<file path="src/rtl/fp_norm_pkg.sv">
// Shared widths and pipeline payload types for the post-add normalizer.
// Latency: n/a (types and constants only).
// Backpressure: n/a.
package fp_norm_pkg;

  localparam int EXP_W  = 8;
  localparam int MANT_W = 24;
  localparam int SH_W   = 5;

  localparam logic [EXP_W-1:0] EXP_INF = 8'hFF;

  // Stage-1 register contents: raw operand plus leading-one information.
  typedef struct packed {
    logic              sign;
    logic [EXP_W-1:0]  exp;
    logic [MANT_W:0]   mant;
    logic [SH_W-1:0]   pos;
    logic              zero;
  } norm_s1_t;

  // Stage-2 (output) register contents handed to the rounder.
  typedef struct packed {
    logic              sign;
    logic [EXP_W-1:0]  exp;
    logic [MANT_W-1:0] mant;
    logic              sticky;
    logic              zero;
    logic              underflow;
    logic              overflow;
  } norm_out_t;

endpackage

</file>
<file path="src/rtl/fp_norm_stage_if.sv">
// Upstream request and downstream result channel of the normalizer.
// Latency: n/a (wires only).
// Backpressure: valid/ready on both sides; o_ready may depend on i_ready.
interface fp_norm_stage_if;
  import fp_norm_pkg::*;

  logic              i_valid;
  logic              o_ready;
  logic              i_sign;
  logic [EXP_W-1:0]  i_exp;
  logic [MANT_W:0]   i_mant;

  logic              o_valid;
  logic              i_ready;
  logic              o_sign;
  logic [EXP_W-1:0]  o_exp;
  logic [MANT_W-1:0] o_mant;
  logic              o_sticky;
  logic              o_zero;
  logic              o_underflow;
  logic              o_overflow;

  // Seen from the normalizer.
  modport slave (
    input  i_valid, i_sign, i_exp, i_mant, i_ready,
    output o_ready, o_valid, o_sign, o_exp, o_mant,
           o_sticky, o_zero, o_underflow, o_overflow
  );

  // Seen from the environment driving and consuming the normalizer.
  modport master (
    output i_valid, i_sign, i_exp, i_mant, i_ready,
    input  o_ready, o_valid, o_sign, o_exp, o_mant,
           o_sticky, o_zero, o_underflow, o_overflow
  );

endinterface

</file>
<file path="src/rtl/LOPD_24bit.sv">
// Leading-one position detector over a 24-bit word.
// Latency: combinational.
// Backpressure: none.
module LOPD_24bit (
  input  logic [23:0] i_data,
  output logic [4:0]  o_pos,
  output logic        o_zero
);

  // Highest set bit wins because later iterations overwrite earlier ones.
  always_comb begin
    o_pos = 5'd0;
    for (int i = 0; i < 24; i++) begin
      if (i_data[i]) o_pos = 5'(i);
    end
  end

  assign o_zero = ~|i_data;

endmodule

</file>
<file path="src/rtl/fp_norm_stage.sv">
// Post-add normalizer: leading-one detect, mantissa shift, exponent adjust and flags.
// Latency: 2 cycles accepted-input to o_valid, 1 result per cycle when unstalled.
// Backpressure: full; each stage advances when its successor is empty or draining.
module fp_norm_stage
  import fp_norm_pkg::*;
(
  input  logic             i_clk,
  input  logic             i_rst,
  fp_norm_stage_if.slave   bus
);

  localparam int EW1 = EXP_W + 1;

  logic      s1_vld_q, s1_vld_d;
  norm_s1_t  s1_q, s1_d;
  logic      out_vld_q, out_vld_d;
  norm_out_t out_q, out_d;
  norm_out_t res;

  logic      adv1, adv2;
  logic [SH_W-1:0] lopd_pos;
  logic            lopd_zero;

  logic [EW1-1:0]  exp9;
  logic [EW1-1:0]  exp_inc;
  logic [EW1-1:0]  exp_sub;
  logic [SH_W-1:0] sh;
  logic [SH_W-1:0] ush;

  LOPD_24bit u_lopd (
    .i_data (bus.i_mant[MANT_W-1:0]),
    .o_pos  (lopd_pos),
    .o_zero (lopd_zero)
  );

  // Pipeline advance: a stage moves when the stage after it is free or emptying.
  always_comb begin
    adv2 = ~out_vld_q | bus.i_ready;
    adv1 = ~s1_vld_q | adv2;
  end

  assign bus.o_ready = adv1;

  // Stage-1 next state: capture operand and LOPD result on acceptance.
  always_comb begin
    s1_vld_d = adv1 ? bus.i_valid : s1_vld_q;
    s1_d     = s1_q;
    if (adv1 && bus.i_valid) begin
      s1_d.sign = bus.i_sign;
      s1_d.exp  = bus.i_exp;
      s1_d.mant = bus.i_mant;
      s1_d.pos  = lopd_pos;
      s1_d.zero = lopd_zero;
    end
  end

  // Stage-2 normalization; exponent math is one bit wider so nothing wraps.
  always_comb begin
    res      = '0;
    res.sign = s1_q.sign;
    exp9     = {1'b0, s1_q.exp};
    exp_inc  = exp9 + EW1'(1);
    sh       = SH_W'(23) - s1_q.pos;
    exp_sub  = exp9 - EW1'(sh);
    ush      = '0;
    if (s1_q.exp == EXP_INF) begin
      // Inf/NaN operands pass straight through.
      res.exp  = s1_q.exp;
      res.mant = s1_q.mant[MANT_W-1:0];
    end else if (s1_q.mant[MANT_W]) begin
      // Carry-out: one right shift; the dropped bit feeds rounding.
      res.sticky = s1_q.mant[0];
      if (exp_inc == {1'b0, EXP_INF}) begin
        res.exp      = EXP_INF;
        res.overflow = 1'b1;
      end else begin
        res.exp  = exp_inc[EXP_W-1:0];
        res.mant = s1_q.mant[MANT_W:1];
      end
    end else if (s1_q.zero) begin
      res.zero = 1'b1;
    end else if (exp9 > EW1'(sh)) begin
      res.mant = s1_q.mant[MANT_W-1:0] << sh;
      res.exp  = exp_sub[EXP_W-1:0];
    end else begin
      // Exponent runs out before the leading one reaches the hidden bit:
      // shift only as far as exponent 1 allows and emit a denormal.
      // Here exp <= sh <= 23, so its low SH_W bits carry the full value.
      if (s1_q.exp != '0) ush = s1_q.exp[SH_W-1:0] - SH_W'(1);
      res.mant      = s1_q.mant[MANT_W-1:0] << ush;
      res.underflow = 1'b1;
    end
  end

  // Output next state: load a new result only when stage 1 hands one over.
  always_comb begin
    out_vld_d = adv2 ? s1_vld_q : out_vld_q;
    out_d     = (adv2 && s1_vld_q) ? res : out_q;
  end

  // Pipeline registers with synchronous flush.
  always_ff @(posedge i_clk) begin
    if (i_rst) begin
      s1_vld_q  <= 1'b0;
      s1_q      <= '0;
      out_vld_q <= 1'b0;
      out_q     <= '0;
    end else begin
      s1_vld_q  <= s1_vld_d;
      s1_q      <= s1_d;
      out_vld_q <= out_vld_d;
      out_q     <= out_d;
    end
  end

  assign bus.o_valid     = out_vld_q;
  assign bus.o_sign      = out_q.sign;
  assign bus.o_exp       = out_q.exp;
  assign bus.o_mant      = out_q.mant;
  assign bus.o_sticky    = out_q.sticky;
  assign bus.o_zero      = out_q.zero;
  assign bus.o_underflow = out_q.underflow;
  assign bus.o_overflow  = out_q.overflow;

endmodule

</file>
<file path="src/flat_wrapper.sv">
// flat-port wrapper written by rule: the top's interface ports become plain ports
module fp_norm_stage_flat import fp_norm_pkg::*;
  (i_clk, i_rst, bus_i_valid, bus_i_sign, bus_i_exp, bus_i_mant, bus_i_ready, bus_o_ready, bus_o_valid, bus_o_sign, bus_o_exp, bus_o_mant, bus_o_sticky, bus_o_zero, bus_o_underflow, bus_o_overflow);
  fp_norm_stage_if bus_i ();
  input  logic i_clk;
  input  logic i_rst;
  input wire logic [$bits(bus_i.i_valid)-1:0] bus_i_valid;
  input wire logic [$bits(bus_i.i_sign)-1:0] bus_i_sign;
  input wire logic [$bits(bus_i.i_exp)-1:0] bus_i_exp;
  input wire logic [$bits(bus_i.i_mant)-1:0] bus_i_mant;
  input wire logic [$bits(bus_i.i_ready)-1:0] bus_i_ready;
  output wire logic [$bits(bus_i.o_ready)-1:0] bus_o_ready;
  output wire logic [$bits(bus_i.o_valid)-1:0] bus_o_valid;
  output wire logic [$bits(bus_i.o_sign)-1:0] bus_o_sign;
  output wire logic [$bits(bus_i.o_exp)-1:0] bus_o_exp;
  output wire logic [$bits(bus_i.o_mant)-1:0] bus_o_mant;
  output wire logic [$bits(bus_i.o_sticky)-1:0] bus_o_sticky;
  output wire logic [$bits(bus_i.o_zero)-1:0] bus_o_zero;
  output wire logic [$bits(bus_i.o_underflow)-1:0] bus_o_underflow;
  output wire logic [$bits(bus_i.o_overflow)-1:0] bus_o_overflow;
  assign bus_i.i_valid = bus_i_valid;
  assign bus_i.i_sign = bus_i_sign;
  assign bus_i.i_exp = bus_i_exp;
  assign bus_i.i_mant = bus_i_mant;
  assign bus_i.i_ready = bus_i_ready;
  assign bus_o_ready = bus_i.o_ready;
  assign bus_o_valid = bus_i.o_valid;
  assign bus_o_sign = bus_i.o_sign;
  assign bus_o_exp = bus_i.o_exp;
  assign bus_o_mant = bus_i.o_mant;
  assign bus_o_sticky = bus_i.o_sticky;
  assign bus_o_zero = bus_i.o_zero;
  assign bus_o_underflow = bus_i.o_underflow;
  assign bus_o_overflow = bus_i.o_overflow;
  fp_norm_stage u_core (.i_clk(i_clk), .i_rst(i_rst), .bus(bus_i));
endmodule
</file>
<file path="config.mk">
export PLATFORM = sky130hd
export DESIGN_NAME = fp_norm_stage_flat
export DESIGN_NICKNAME = d
export VERILOG_FILES = /design/src/rtl/fp_norm_pkg.sv /design/src/rtl/fp_norm_stage_if.sv /design/src/rtl/LOPD_24bit.sv /design/src/rtl/fp_norm_stage.sv /design/src/flat_wrapper.sv
export SDC_FILE = /design/constraint.sdc
export NUM_CORES = 1
export LEC_CHECK = 0
export ABC_AREA = 0
export CAP_MARGIN = 30
export CELL_PAD_IN_SITES_DETAIL_PLACEMENT = 1
export CELL_PAD_IN_SITES_GLOBAL_PLACEMENT = 2
export CORE_ASPECT_RATIO = 0.75
export CORE_MARGIN = 2
export CORE_UTILIZATION = 30
export DETAILED_ROUTE_END_ITERATION = 10
export PLACE_DENSITY_LB_ADDON = 0.1
export SKIP_CTS_REPAIR_TIMING = 1
export SKIP_LAST_GASP = 1
export SLEW_MARGIN = 10
export SYNTH_ARGS = -nofsm -noshare
export SYNTH_HDL_FRONTEND = slang
export SYNTH_SLANG_ARGS = --single-unit
export TNS_END_PERCENT = 1
</file>
<file path="constraint.sdc">
create_clock -name i_clk -period 4.1 [get_ports i_clk]
set_clock_uncertainty 0.15 [all_clocks]
set_input_delay 0.41 -clock i_clk [delete_from_list [all_inputs] [get_ports i_clk]]
set_output_delay 0.41 -clock i_clk [all_outputs]
set_load 0.01 [all_outputs]
</file>
# Word-level counts from Yosys, hierarchy flattened
# Index checks and enable logic that the tools add are counted.
[word_totals] word_cells=75 regBits=79 inputBits=38 out_inout_bits=39
[op_classes] reduce_logical=5 eq_ne=2 mux=43 n_shift=2 n_lt_le_gt_ge=1 bitwise_logic=4 n_addsub=4
[ops] cell="2-to-1 mux 5 bit" count=27
[ops] cell="2-to-1 mux 32 bit" count=3
[ops] cell="2-to-1 mux 24 bit" count=2
[ops] cell="<< shifter 24 x 5 -> 24 bit" count=2
[ops] cell="OR reduction 24 bit" count=1
[ops] cell="2-to-1 mux 8 bit" count=2
[ops] cell="adder 8 x 1 -> 9 bit, second input constant" count=1
[ops] cell="equality test 9 x 8 -> 1 bit, second input constant" count=1
[ops] cell="equality test 8 bit, second input constant" count=1
[ops] cell="> comparator 8 x 5 -> 1 bit" count=1
[ops] cell="nonzero test 8 bit" count=1
[ops] cell="subtractor 8 x 5 -> 8 bit" count=1
[ops] cell="2-to-1 mux 1 bit" count=7
[ops] cell="subtractor 5 x 1 -> 5 bit, second input constant" count=1
[ops] cell="subtractor 5 bit, first input constant" count=1
[ops] cell="2-to-1 mux 4 bit" count=1
[ops] cell="logical AND 1 bit" count=2
[ops] cell="2-to-1 mux 2 bit" count=1
[ops] cell="inverter 1 bit" count=2
[ops] cell="bitwise OR 1 bit" count=2
[ops] cell="zero test 1 bit" count=1

# Depth between registers and ports, before layout
# Gate-level depths: netlist of run 1.
[logic_depth] depth_word=23 ltp_mapped=14 ltp_nobuf=12

# Modules after synthesis
# A second synthesis of run 1 with hierarchy kept.
[unflattened] hier_cells=768 area_unflattened_um2=5710.5
[by_module_without_submodules] module="fp_norm_stage" cells_per_inst=722 area_per_inst_um2=5440.2 seq_area_each_um2=1581.5 n_inst=1
[by_module_without_submodules] module="LOPD_24bit" cells_per_inst=46 area_per_inst_um2=270.3 seq_area_each_um2=0.0 n_inst=1

# Worst setup path after synthesis of run 1
# OpenSTA, ideal clock, no wires.
[synth_path] path_type="register to register" from="reg u_core.s1_q, in the netlist u_core.exp9[0]" to="reg u_core.out_q, in the netlist u_core.bus.o_mant[12]" arrival_time_ns=3.413 path_slack_ns=0.419 period_less_slack_ns=3.681 n_path_buf=1 setup_ns=0.117 path_stages_with_launch=14 required_ns=3.833 cell_sequence="dfxtp_1 > inv_1 > ha_1 > fa_1 > nand2b_1 > o2bb2ai_1 > a21oi_2 > mux2_4 > buf_6 > mux2i_1 > mux2i_1 > mux2_2 > a221o_1 > a32o_1"
[synth_between] elab_chain_cells=11 word_cells_on_any_way=17 cone_classes="add/sub: 2; order compare: 1; eq/ne: 2; shift: 1; mux: 10; reduce/logical: 1"
[synth_lines] element="start, declared" line_no="fp_norm_stage.sv:15" text="norm_s1_t s1_q, s1_d;"
[synth_lines] element="start signal, assigned" line_no="fp_norm_stage.sv:105" text="s1_q <= '0;"
[synth_lines] element="start signal, assigned" line_no="fp_norm_stage.sv:110" text="s1_q <= s1_d;"
[synth_lines] element="subtractor 5 x 1 -> 5 bit or nonzero test 8 bit (tied branches)" line_no="fp_norm_stage.sv:89" text="if (s1_q.exp != '0) ush = s1_q.exp[SH_W-1:0] - SH_W'(1);"
[synth_lines] element="2-to-1 mux 5 bit" line_no="fp_norm_stage.sv:89"
[synth_lines] element="2-to-1 mux 5 bit" line_no="fp_norm_stage.sv:82" text="end else if (exp9 > EW1'(sh)) begin"
[synth_lines] element="2-to-1 mux 5 bit" line_no="fp_norm_stage.sv:80" text="end else if (s1_q.zero) begin"
[synth_lines] element="2-to-1 mux 5 bit" line_no="fp_norm_stage.sv:70" text="end else if (s1_q.mant[MANT_W]) begin"
[synth_lines] element="2-to-1 mux 5 bit" line_no="fp_norm_stage.sv:66" text="if (s1_q.exp == EXP_INF) begin"
[synth_lines] element="<< shifter 24 x 5 -> 24 bit" line_no="fp_norm_stage.sv:90" text="res.mant = s1_q.mant[MANT_W-1:0] << ush;"
[synth_lines] element="2-to-1 mux 24 bit" line_no="fp_norm_stage.sv:82"
[synth_lines] element="2-to-1 mux 32 bit" line_no="fp_norm_stage.sv:80"
[synth_lines] element="2-to-1 mux 32 bit" line_no="fp_norm_stage.sv:70"
[synth_lines] element="2-to-1 mux 32 bit *" line_no="fp_norm_stage.sv:66"
[synth_lines] element="end signal, assigned" line_no="fp_norm_stage.sv:112" text="out_q <= out_d;"
[synth_lines] element="end, declared" line_no="fp_norm_stage.sv:17" text="norm_out_t out_q, out_d;"
# Mark *: on every way between the ends. The rest lies on a longest branch, timed or not. The select of a mux whose other input is x is not followed.
# A chain may end at the register's enable or synchronous reset.

# Worst setup path after layout of run 1
[layout_path] from="reg u_core.s1_q[4] (netlist bit)" to="reg u_core.out_q, in the netlist u_core.bus.o_mant[6]"
[layout_between] elab_chain_cells=6 word_cells_on_any_way=7 cone_classes="add/sub: 1; order compare: 1; shift: 1; mux: 4"
[layout_lines] element="subtractor 5 bit *" line_no="fp_norm_stage.sv:63" text="sh = SH_W'(23) - s1_q.pos;"
[layout_lines] element="> comparator 8 x 5 -> 1 bit or << shifter 24 x 5 -> 24 bit (tied branches)" line_no="fp_norm_stage.sv:82, fp_norm_stage.sv:83"
[layout_lines] element="2-to-1 mux 24 bit *" line_no="fp_norm_stage.sv:82"
[layout_lines] element="2-to-1 mux 32 bit *" line_no="fp_norm_stage.sv:80"
[layout_lines] element="2-to-1 mux 32 bit *" line_no="fp_norm_stage.sv:70"
[layout_lines] element="2-to-1 mux 32 bit *" line_no="fp_norm_stage.sv:66"
# Mark *: on every way between the ends. The rest lies on a longest branch, timed or not.

==> results of run 1 <==
==> synthesized netlist by cell type (5+ instances only) <==
cell / n / area (um^2)
a211oi_1: 10 / 75.1
a21o_1: 5 / 37.5
a21oi_1: 70 / 350
a221o_1: 7 / 70.1
a221oi_1: 12 / 105
buf_1: 5 / 18.8
buf_2: 8 / 40.0
clkbuf_1: 33 / 124
dfxtp_1: 79 / 1580
ha_1: 9 / 113
inv_1: 13 / 48.8
mux2_2: 11 / 124
mux2i_1: 46 / 460
nand2_1: 122 / 458
nand2b_1: 8 / 50.1
nand3_1: 8 / 40.0
nor2_1: 78 / 293
nor2b_1: 5 / 31.3
nor3_1: 26 / 130
nor4_1: 13 / 81.3
o211ai_1: 7 / 52.6
o21ai_0: 16 / 80.1
o22ai_1: 5 / 31.3
xnor2_1: 7 / 61.3
xor2_1: 6 / 52.6
==> flip-flops by register name, summed over array words and instances, names as in the netlist <==
signal                  flops
u_core.bus.o_sticky         1
u_core.bus.o_valid          1
u_core.res                  1
u_core.s1_q                31
u_core.bus.o_exp            8
u_core.bus.o_overflow       1
u_core.exp9                 8
u_core.bus.o_zero           1
u_core.bus.o_underflow      1
u_core.bus.o_sign           1
u_core.bus.o_mant          24
u_core.s1_vld_q             1
==> cell usage in the layout, fill, tap and decap left out, drive strengths merged, types with 13 or more instances in the layout <==
cell	instances
a21oi	71
buf	37
clkdlybuf4s50	75
dfxtp	79
inv	13
mux2i	47
nand2	122
nor2	78
nor3	26
nor4	13
o21ai	17
==> how the worst min path moves through the flow <==
stage,cells after the start,to,slack [ns]
finish,2,u_core.bus.o_exp[0],0.31
global route,2,u_core.bus.o_exp[0],0.34
CTS,2,u_core.bus.o_exp[0],0.31
detailed placement,2,u_core.bus.o_exp[0],0.30
global placement,2,u_core.bus.o_exp[0],0.29
floorplan,2,u_core.bus.o_sign,0.28
==> layer usage <==
layer,up-vias,part of all wire [%]
li1,2654,-
met1,2733,53
met2,173,39
met3,22,5.7
met4,0,1.4
met5,-,0
==> metrics by stage <==
stage	instance area (um^2)	setup slack, ns	util, %	power [mW]
final	6630	0.255	39.3	2.70
after global placement	6240	0.272	37.0	1.74
after CTS	6590	0.173	39.1	2.69
after detailed placement	6250	0.214	37.0	1.74
after global routing	6630	0.0325	39.3	2.82
after floorplan	5180	0.419	-	1.40
==> cell families after synthesis <==
family / count (synthesis)
DFF: 79
buffers and inverters: 61
adders and majority gates: 10
muxes: 59
AOI/OAI and AO/OA: 181
and+or+nand+nor: 286
xor gates and xnor gates: 13
==> cell type report <==
| class | count | area, um^2 |
|---|---|---|
| multi-input combinational | 549 | 3350 |
| timing repair buffer | 112 | 1050 |
| clock buffer | 11 | 233 |
| sequential | 79 | 1580 |
| fill | 2049 | 10200 |
| tap | 215 | 269 |
| clock inverter | 5 | 106 |
| inverter | 13 | 48.8 |
==> tightest hold or removal path: cells and delay by family, from the launching register on <==
family | cells | cell delay [ns]
flip-flops | 1 | 0.31
AND/OR/NAND/NOR | 1 | 0.05
AO/OA/AOI/OAI | 1 | 0.05
==> where the power goes <==
part	switching, mW	internal (mW)	leakage [nW]
clock	0.340	0.597	0.160
combinational	0.504	0.377	1.72
sequential	0.0643	0.814	0.648
==> qor.txt, run 1 <==
Pre-antenna DRT Iters: 5
CP arrival: 3.90 ns
vias in the first global route: 5519
Compound-Gate Fraction of Synth Area: 23.5%
status: complete, no violations
CP Capture Type: flip-flop
worst skew pair latency: 0.35 ns
met2 GRT Util: 30.8%
syn_nets: 737
Reg clk slew, reported paths: 0.06 ns
routed vias: 5582
CP top delay family: simple AND/OR/NAND/NOR gates
CP max-delay cell: mux2_4
die height: 118 um
1st-iter DRT viols: 389
largest family of logic cells by synthesized area: simple AND/OR/NAND/NOR gates
setup TNS: 0 ns
Seq/Total Area, Yosys: 30.5%
worst-margin pin slew: 0.620 ns
grt total ovfl: 0
register-to-register setup slack: 0.26 ns
Slew Viols, Final: 0
CP Max Fanout: 29
multiplexer share of the synthesized area: 12.0%
Avg Inst Size Synth: 7.52 um^2
# clock sinks: 79
Power Dens Cells: 406 mW/mm^2
initial antenna violation count: 0
Reg-to-Reg End: u_core.bus.o_mant[6]
relative slew slack: 58.6%
wire length per cell: 21.5 um
Post-Syn Instances: 689
Netlist Area Pre-Place: 0.00518 mm^2
Final min period: 3.84 ns
antenna cell count: 0
die area: 0.0184 mm^2
Hold Path Class: reg -> reg
count of final setup violators: 0
Most Crowded Layer GR: met1
R2R cell count: 11
leakage: 2.53 nW
crit path launch type: flip-flop
Final ANT Viol Nets: 0
Max H-tree Level: 3
synthesized flop and latch total: 79
Most common cell on crit path: o22ai_1
met3 Use GR: 4.90%
GPL Wtd Cong: 0.893
Die X-Extent: 156 um
DRC: 0
crit-path cells: xor2_1 > ha_1 > or4b_1 > o22ai_1 > a21oi_2 > mux2_4 > mux2i_1 > o22ai_1 > or3_1 > a221oi_1 > nor4_1
clk buf depth: 2
total track usage: 23.1%
Non-Filler Instances: 984
crit path to: u_core.bus.o_mant[6]
RSZ-0062 raised after global routing: false
final wirelength: 21100 um
DP HPWL: 16200 um
fin crit share: 93.8%
worst flop-to-flop path startpoint: u_core.s1_q[4]
share of cells above drive strength 1: 9.10%
met1 Use GR: 36.8%
Crit path largest cell delay: 0.52 ns
logic depth of the worst path, buffers included: 11
worst vdd ir: 0.191 mV
Initial Util: 30.7%
Max-cap violations: 0
Achievable Freq: 260 MHz
yosys warns: 0
fin nets: 812
WP data required: 4.16 ns
mean number of vias per cell: 5.67
first-pass GRT wire length: 32600 um
Core ar.: 0.0169 mm^2
Synth async-reset ratio: 0%
I/O Buffers: 76
simple-gate portion of the synthesized area: 24.3%
# rows: 41
# placed instances: 964
Root Driver: clkbuf_16
Buffers & Inverters on Critical Path: 0
xor/xnor share of the synthesized area: 2.20%
Synth-to-Final Area Change: 28.0%
CP Launch Point: u_core.s1_q[4]
Main synth FF type: dfxtp_1
Hold Vio Cnt, Final: 0
largest net degree at the start of global routing: 47
hold_sp: u_core.bus.o_exp[0]
Synth Area in Adders: 2.56%
crit path kind: reg -> reg
CTS Buf Count: 9
IO Count: 77
CTS tree: yes
Unique masters post-synth: 63
hold_ws: 0.312 ns
number of synthesized flops with an enable pin: 0
No activity file was read; power rests on OpenSTA's default activity.
==> run 2, diff against run 1 <==
- CORE_UTILIZATION: 30 -> 32
- SYNTH_HIERARCHICAL: unset -> 1
==> run 2 against run 1 <==
Via count is 8.9% higher. Clock-buffer cell count is 1 lower. Die area is 3.2% higher. Maximum frequency is 3.5% lower. Synthesized cell count is 11% higher. Routed wire length is 7.8% higher. Sequential power hardly changed. Final area is 7.0% higher. Critical path type unchanged. Critical endpoint is now u_core/bus.o_mant[8]. Largest power group is now combinational cells.
==> qor.txt, run 2 <==
Unique masters post-synth: 88 (was 63)
GPL Wtd Cong: 0.898 (was 0.893)
fin crit share: 97.2% (was 93.8%)
commonest non-fill, non-tap cell in the layout: nand2_1 (unchanged)
share of cells above drive strength 1: 10.8% (was 9.10%)
CP Max Fanout: 18 (was 29)
crit-path cells: inv_1 > ha_1 > fa_1 > nand2b_1 > a21o_1 > nand3_1 > a31o_2 > nor2_8 > mux2i_1 > mux2i_1 > mux2i_1 > a2111o_1 > a211oi_2 (was xor2_1 > ha_1 > or4b_1 > o22ai_1 > a21oi_2 > mux2_4 > mux2i_1 > o22ai_1 > or3_1 > a221oi_1 > nor4_1)
Avg Inst Size Synth: 7.44 um^2 (was 7.52 um^2)
leakage: 2.59 nW (was 2.53 nW)
Synth async-reset ratio: 0% (unchanged)
Slew Viols, Final: 0 (unchanged)
top cells by area, synth: dfxtp_1 (28%), nand2_1 (9.1%), a21oi_1 (8.0%) (was dfxtp_1 (31%), mux2i_1 (8.9%), nand2_1 (8.8%))
status: complete, no violations (unchanged)
count leader, synth: nand2_1 (unchanged)
total track usage: 24.5% (was 23.1%)
Final min period: 3.99 ns (was 3.84 ns)
Max-cap violations: 0 (unchanged)
largest net degree at the start of global routing: 44 (was 47)
count of final setup violators: 0 (unchanged)
Reg with most FFs: u_core/s1_q (was u_core.s1_q)
antenna cell count: 0 (unchanged)
DP HPWL: 17600 um (was 16200 um)
WP data required: 4.22 ns (was 4.16 ns)
Synth top area share: 27.7% (was 30.5%)
clk buf depth: 2 (unchanged)
crit path launch type: flip-flop (unchanged)
wire length per cell: 21.1 um (was 21.5 um)
CP max-delay cell: a2111o_1 (was mux2_4)
CTS Buf Count: 9 (unchanged)
Post-Syn Instances: 768 (was 689)
DRC: 0 (unchanged)
die area: 0.0189 mm^2 (was 0.0184 mm^2)
1st-iter DRT viols: 409 (was 389)
final cell utilization of the core: 40.4% (was 39.3%)
Netlist Area Pre-Place: 0.00571 mm^2 (was 0.00518 mm^2)
yosys warns: 6 (was 0)
setup TNS: 0 ns (unchanged)
mean number of vias per cell: 5.64 (was 5.67)
Seq/Total Area, Yosys: 27.7% (was 30.5%)
IO Count: 77 (unchanged)
Reg clk slew, reported paths: 0.06 ns (about the same)
Crit path largest cell delay: 0.47 ns (was 0.52 ns)
Synth-to-Final Area Change: 24.3% (was 28.0%)
Pre-antenna DRT Iters: 5 (unchanged)
CP arrival: 4.10 ns (was 3.90 ns)
fin nets: 877 (was 812)
Root Driver: clkbuf_16 (unchanged)
final wirelength: 22800 um (was 21100 um)
number of synthesized flops with an enable pin: 0 (unchanged)
worst skew pair latency: 0.35 ns (about the same)
Initial Util: 32.5% (was 30.7%)
pre-CTS WS: 0.115 ns (was 0.214 ns)
vias in the first global route: 5953 (was 5519)
grt total ovfl: 0 (unchanged)
Power Dens Cells: 385 mW/mm^2 (was 406 mW/mm^2)
post-synth top area cell: dfxtp_1 (unchanged)
I/O Buffers: 76 (unchanged)
synthesized flop and latch total: 79 (unchanged)
RSZ-0062 raised after global routing: true (was false)
Commonest cells post-synth: nand2_1 (139), a21oi_1 (91), dfxtp_1 (79) (was nand2_1 (122), dfxtp_1 (79), nor2_1 (78))
Die X-Extent: 158 um (was 156 um)
worst vdd ir: 0.241 mV (was 0.191 mV)
syn_nets: 814 (was 737)
final worst slack: 0.114 ns (was 0.255 ns)
worst-margin pin slew: 0.885 ns (was 0.620 ns)
CTS tree: yes (unchanged)
Core ar.: 0.0176 mm^2 (was 0.0169 mm^2)
# clock sinks: 79 (unchanged)
Hold Path Class: reg -> reg (unchanged)
number of flip-flops under the largest register name: 31 (unchanged)
Achievable Freq: 251 MHz (was 260 MHz)
Max H-tree Level: 3 (unchanged)
relative slew slack: 41.0% (was 58.6%)
initial antenna violation count: 0 (unchanged)
die height: 120 um (was 118 um)
crit path kind: reg -> reg (unchanged)
# rows: 42 (was 41)
Hold Vio Cnt, Final: 0 (unchanged)
commonest non-fill, non-tap cells in the layout: nand2_1 (139), a21oi_1 (91), dfxtp_1 (79) (was nand2_1 (122), dfxtp_1 (79), nor2_1 (78))
first-pass GRT wire length: 35400 um (was 32600 um)
routed vias: 6078 (was 5582)
CP Capture Type: flip-flop (unchanged)
Main synth FF type: dfxtp_1 (unchanged)
Final ANT Viol Nets: 0 (unchanged)
Most common cell on crit path: mux2i_1 (was o22ai_1)
-- run 2: changes by cell type after synthesis, moves of 4 or more --
cell / previous run / this run
a211oi_1: 10 / 16
a21oi_1: 70 / 91
and2_1: 1 / 5
buf_4: 0 / 4
clkbuf_1: 33 / 41
inv_1: 13 / 18
mux2i_1: 46 / 36
nand2_1: 122 / 139
nand3_1: 8 / 13
nor3_1: 26 / 33
nor4_1: 13 / 8
o211ai_1: 7 / 12
o21ai_0: 16 / 24
or2_2: 4 / 0
-- run 2: logic make-up after synthesis --
group           count (synthesis)  synth area share (%)
simple gates                  318                  25.8
compound gates                226                  27.5
buf+inv                        80                  6.79
flops                          79                  27.7
mux                            45                  8.09
xor+xnor                       11                  2.02
fa+ha+maj                       9                  2.06
-- run 2: where the power goes --
group	internal, mW	switching [mW]
clock	0.553	0.349
sequential	0.815	0.0635
combinational	0.393	0.561
total	1.76	0.974
-- run 2: routing by layer --
metal / track usage (%) / part of all wire (%)
met1: 39.0 / 54
met3: 4.15 / 5.3
met5: 0 / 0
met2: 33.5 / 39
met4: 5.86 / 1.9
-- run 2: final timing paths --
kind	endpoint	cells after the start	from	slack (ns)
max reg2reg	u_core/bus.o_mant[8]	13	u_core/s1_q[1]	0.11
max	u_core/bus.o_mant[8]	13	u_core/s1_q[1]	0.11
min	u_core/bus.o_sign	2	u_core/res[36]	0.31
min reg2reg	u_core/bus.o_sign	2	u_core/res[36]	0.31
-- run 2: cell type report --
| class | count | area, um^2 |
|---|---|---|
| Sequential cell | 79 | 1580 |
| Fill cell | 2159 | 10500 |
| Timing Repair Buffer | 114 | 1070 |
| Tap cell | 242 | 303 |
| Clock buffer | 10 | 239 |
| Inverter | 18 | 67.6 |
| Clock inverter | 6 | 92.6 |
| Multi-Input combinational cell | 609 | 3750 |
-- run 2: worst max-delay path, delay by kind of cell, from the launching register on --
family / cells / cell delay [ns]
adder cells (fa/ha/maj): 2 / 0.67
AND/OR/NAND/NOR: 3 / 0.61
flip-flops: 1 / 0.40
buffers and inverters: 1 / 0.07
multiplexers: 3 / 0.59
AO/OA/AOI/OAI: 4 / 1.39
-- run 2: stage by stage --
stage,cells,area (um^2),hold slack [ns],power [mW]
global route,1078,7100,0.335,2.86
detailed placement,1058,6720,0.303,1.81
CTS,1074,7050,0.313,2.72
global placement,1058,6720,0.296,1.80
finish,1078,7100,0.306,2.74
floorplan,768,5710,0.282,1.49
==> run 3, diff against run 2 <==
- CTS_CLUSTER_SIZE: unset -> 28
==> results of run 3 <==
The final DEF is identical to that of run 2; final timing and power are the same.
==> patch (config.mk and constraints of run 3) <==
Register the output `bus.o_overflow`; this adds one clock of latency there.
--- a/src/rtl/fp_norm_stage.sv
+++ b/src/rtl/fp_norm_stage.sv
@@ -121,5 +121,7 @@
   assign bus.o_zero      = out_q.zero;
   assign bus.o_underflow = out_q.underflow;
-  assign bus.o_overflow  = out_q.overflow;
+  always_ff @(posedge i_clk) begin
+    bus.o_overflow <= out_q.overflow;
+  end
 
 endmodule
Formal check against the unedited RTL: not equivalent (a bounded check fails within 4 cycles, from zero or initial values and one cycle with i_rst high).
==> patch against run 3 <==
- die area is 4.4% higher
- setup slack improved by 85 ps
- area after synthesis grew 4.6%
- routed wire length grew 1.0%
- worst hold slack lost 100 ps
- critical path type unchanged
- sequential cell count rose by 1
- final area decreased by 0.25%
- total power fell by 1.5%
- via count decreased by 0.25%
==> patch: results (changes against run 3) <==
The fraction of the yosys area taken by sequential cells is 0.2682 (-0.008719), and the pin slew with the least headroom to its limit is 916.7 ps (+31.39 ps). The path with the worst hold slack has its endpoint at u_core/bus.o_overflow$_DFF_P_. The worst hold margin is 206.0 ps (-100.0 ps), and the post-synth net total is 847 (+4.1%). The cell at the slowest stage of the critical path is or3b_4. The commonest cells after synthesis are nand2_1 (139), a21oi_1 (91), dfxtp_1 (80). The number of standard cells after synthesis is 801 (+4.3%), and the count of buffers inserted at the top-level ports is 76 (unchanged). The maximum number of pins on one net before global-route repair is 46 (+4.5%), and the final instance count without filler cells is 1080 (+0.19%). The run gives 874 (-0.34%) as the final-stage net count. The worst endpoint data arrival time is 3970 ps (-130 ps). The net switching power of the design was 0.0009769 W (+0.32%). The endpoint identified for the worst register-to-register timing path is u_core/bus.o_mant[4]$_SDFFE_PP0P_. The tools report the overall routing resource usage as 0.2385 (-0.006305). The maximum vdd ir drop is 0.1497 mV (-38%), and the slack of the worst reg-to-reg path is 200 ps (+80 ps).

The cell count of the worst reg-to-reg path is 14 (+1), and the proportion of netlist area held by the largest area contributor is 0.2682 (-0.008719). The post-placement cell area was 6758 sq um (+0.58%); the detail-routed net length per standard cell was 21.31 um (+0.85%). The wire length of the first global-routing pass is 35980 um (+1.7%), and the share of layout cells above drive strength 1 is 0.1056 (-0.002013). For the final weighted congestion in routability-driven placement, the log shows 0.8846 (-1.4%). The largest fanout of any net on the critical path came out at 15 (-3).

The flow ran to the end, and the final reports show no timing, DRC or antenna violations. The end-of-flow core utilization is 0.3847 (-0.01959), and the initial detailed-routing violation count is 371 (-9.3%). The count of fill cells added during filler insertion was 2280 (+5.6%).

The count of different cell masters after synthesis is 88 (unchanged), and the final HPWL from detailed placement is 17660 um (+0.45%). By area the synthesized netlist is led by dfxtp_1 (27%), nand2_1 (8.7%), a21oi_1 (7.6%), mux2i_1 (6.0%), nor2_1 (4.7%). The insertion delay of the later-clocked pin in the worst-skew pair was 360 ps.

The ratio of routed vias to standard cells came out at 5.614 (-0.43%). The source of the worst hold timing path is u_core/out_q[0]$_SDFFE_PP0P_. The clock slew at the register clock pins of the worst setup and hold paths works out to 70 ps. The worst hold path cell count was 0 (-2).

For the leakage dissipation, the log shows 2.569 nW (-0.76%). Counting flops per register, the top entry is u_core/s1_q.
patch: worst max-delay path by stage:
| stage | end | slack [ps] | cells past startpoint |
|---|---|---|---|
| floorplan | u_core/bus.o_mant[17]$_SDFFE_PP0P_ | 620 | 16 |
| global placement | u_core/bus.o_mant[23]$_SDFFE_PP0P_ | 210 | 13 |
| detailed placement | u_core/bus.o_mant[23]$_SDFFE_PP0P_ | 170 | 13 |
| CTS | u_core/bus.o_mant[13]$_SDFFE_PP0P_ | 130 | 13 |
| global route | u_core/bus.o_mant[16]$_SDFFE_PP0P_ | -20 | 14 |
| finish | u_core/bus.o_mant[4]$_SDFFE_PP0P_ | 200 | 14 |
patch: per-layer routing:
metal | part of all wire | vias to the layer above | wire (um) | track usage
li1 | - | 2904 | - | -
met1 | 0.53 | 2952 | 12190 | 0.3671
met2 | 0.40 | 190 | 9136 | 0.3355
met3 | 0.060 | 17 | 1386 | 0.04596
met4 | 0.013 | 0 | 302 | 0.06250
met5 | 0 | - | 0 | 0
patch: power by group through the flow:
stage | Sequential [W] | Combinational [W] | Clock, W
6_report | 0.000888 | 0.000955 | 0.000853
3_5_place_dp | 0.000904 | 0.000937 | 0
4_1_cts | 0.000886 | 0.000941 | 0.000878
3_3_place_gp | 0.000901 | 0.000929 | 0
2_1_floorplan | 0.000872 | 0.000662 | 0
5_1_grt | 0.000894 | 0.00104 | 0.000902
patch: through the flow:
stage | total power, W | setup slack, ps
2_1_floorplan | 0.001533 | 620.3
3_3_place_gp | 0.001830 | 209.3
3_5_place_dp | 0.001840 | 170.0
4_1_cts | 0.002706 | 126.7
5_1_grt | 0.002833 | -17.03
6_report | 0.002695 | 199.2
patch: cell families after synthesis:
| group | Yosys count | share of synthesized area |
|---|---|---|
| DFF | 80 | 0.2682 |
| adders and majority gates | 9 | 0.01970 |
| xor gates and xnor gates | 11 | 0.01928 |
| buffers and inverters | 112 | 0.1052 |
| muxes | 45 | 0.07733 |
| AOI/OAI and AO/OA | 226 | 0.2632 |
| and+or+nand+nor | 318 | 0.2471 |
patch: area by class of cell:
class | instances | share of cell area
Clock buffer | 11 | 0.03571
Clock inverter | 5 | 0.007778
Sequential cell | 80 | 0.2263
Inverter | 18 | 0.009546
Multi-Input combinational cell | 609 | 0.5307
Timing Repair Buffer | 110 | 0.1464
Tap cell | 247 | 0.04366
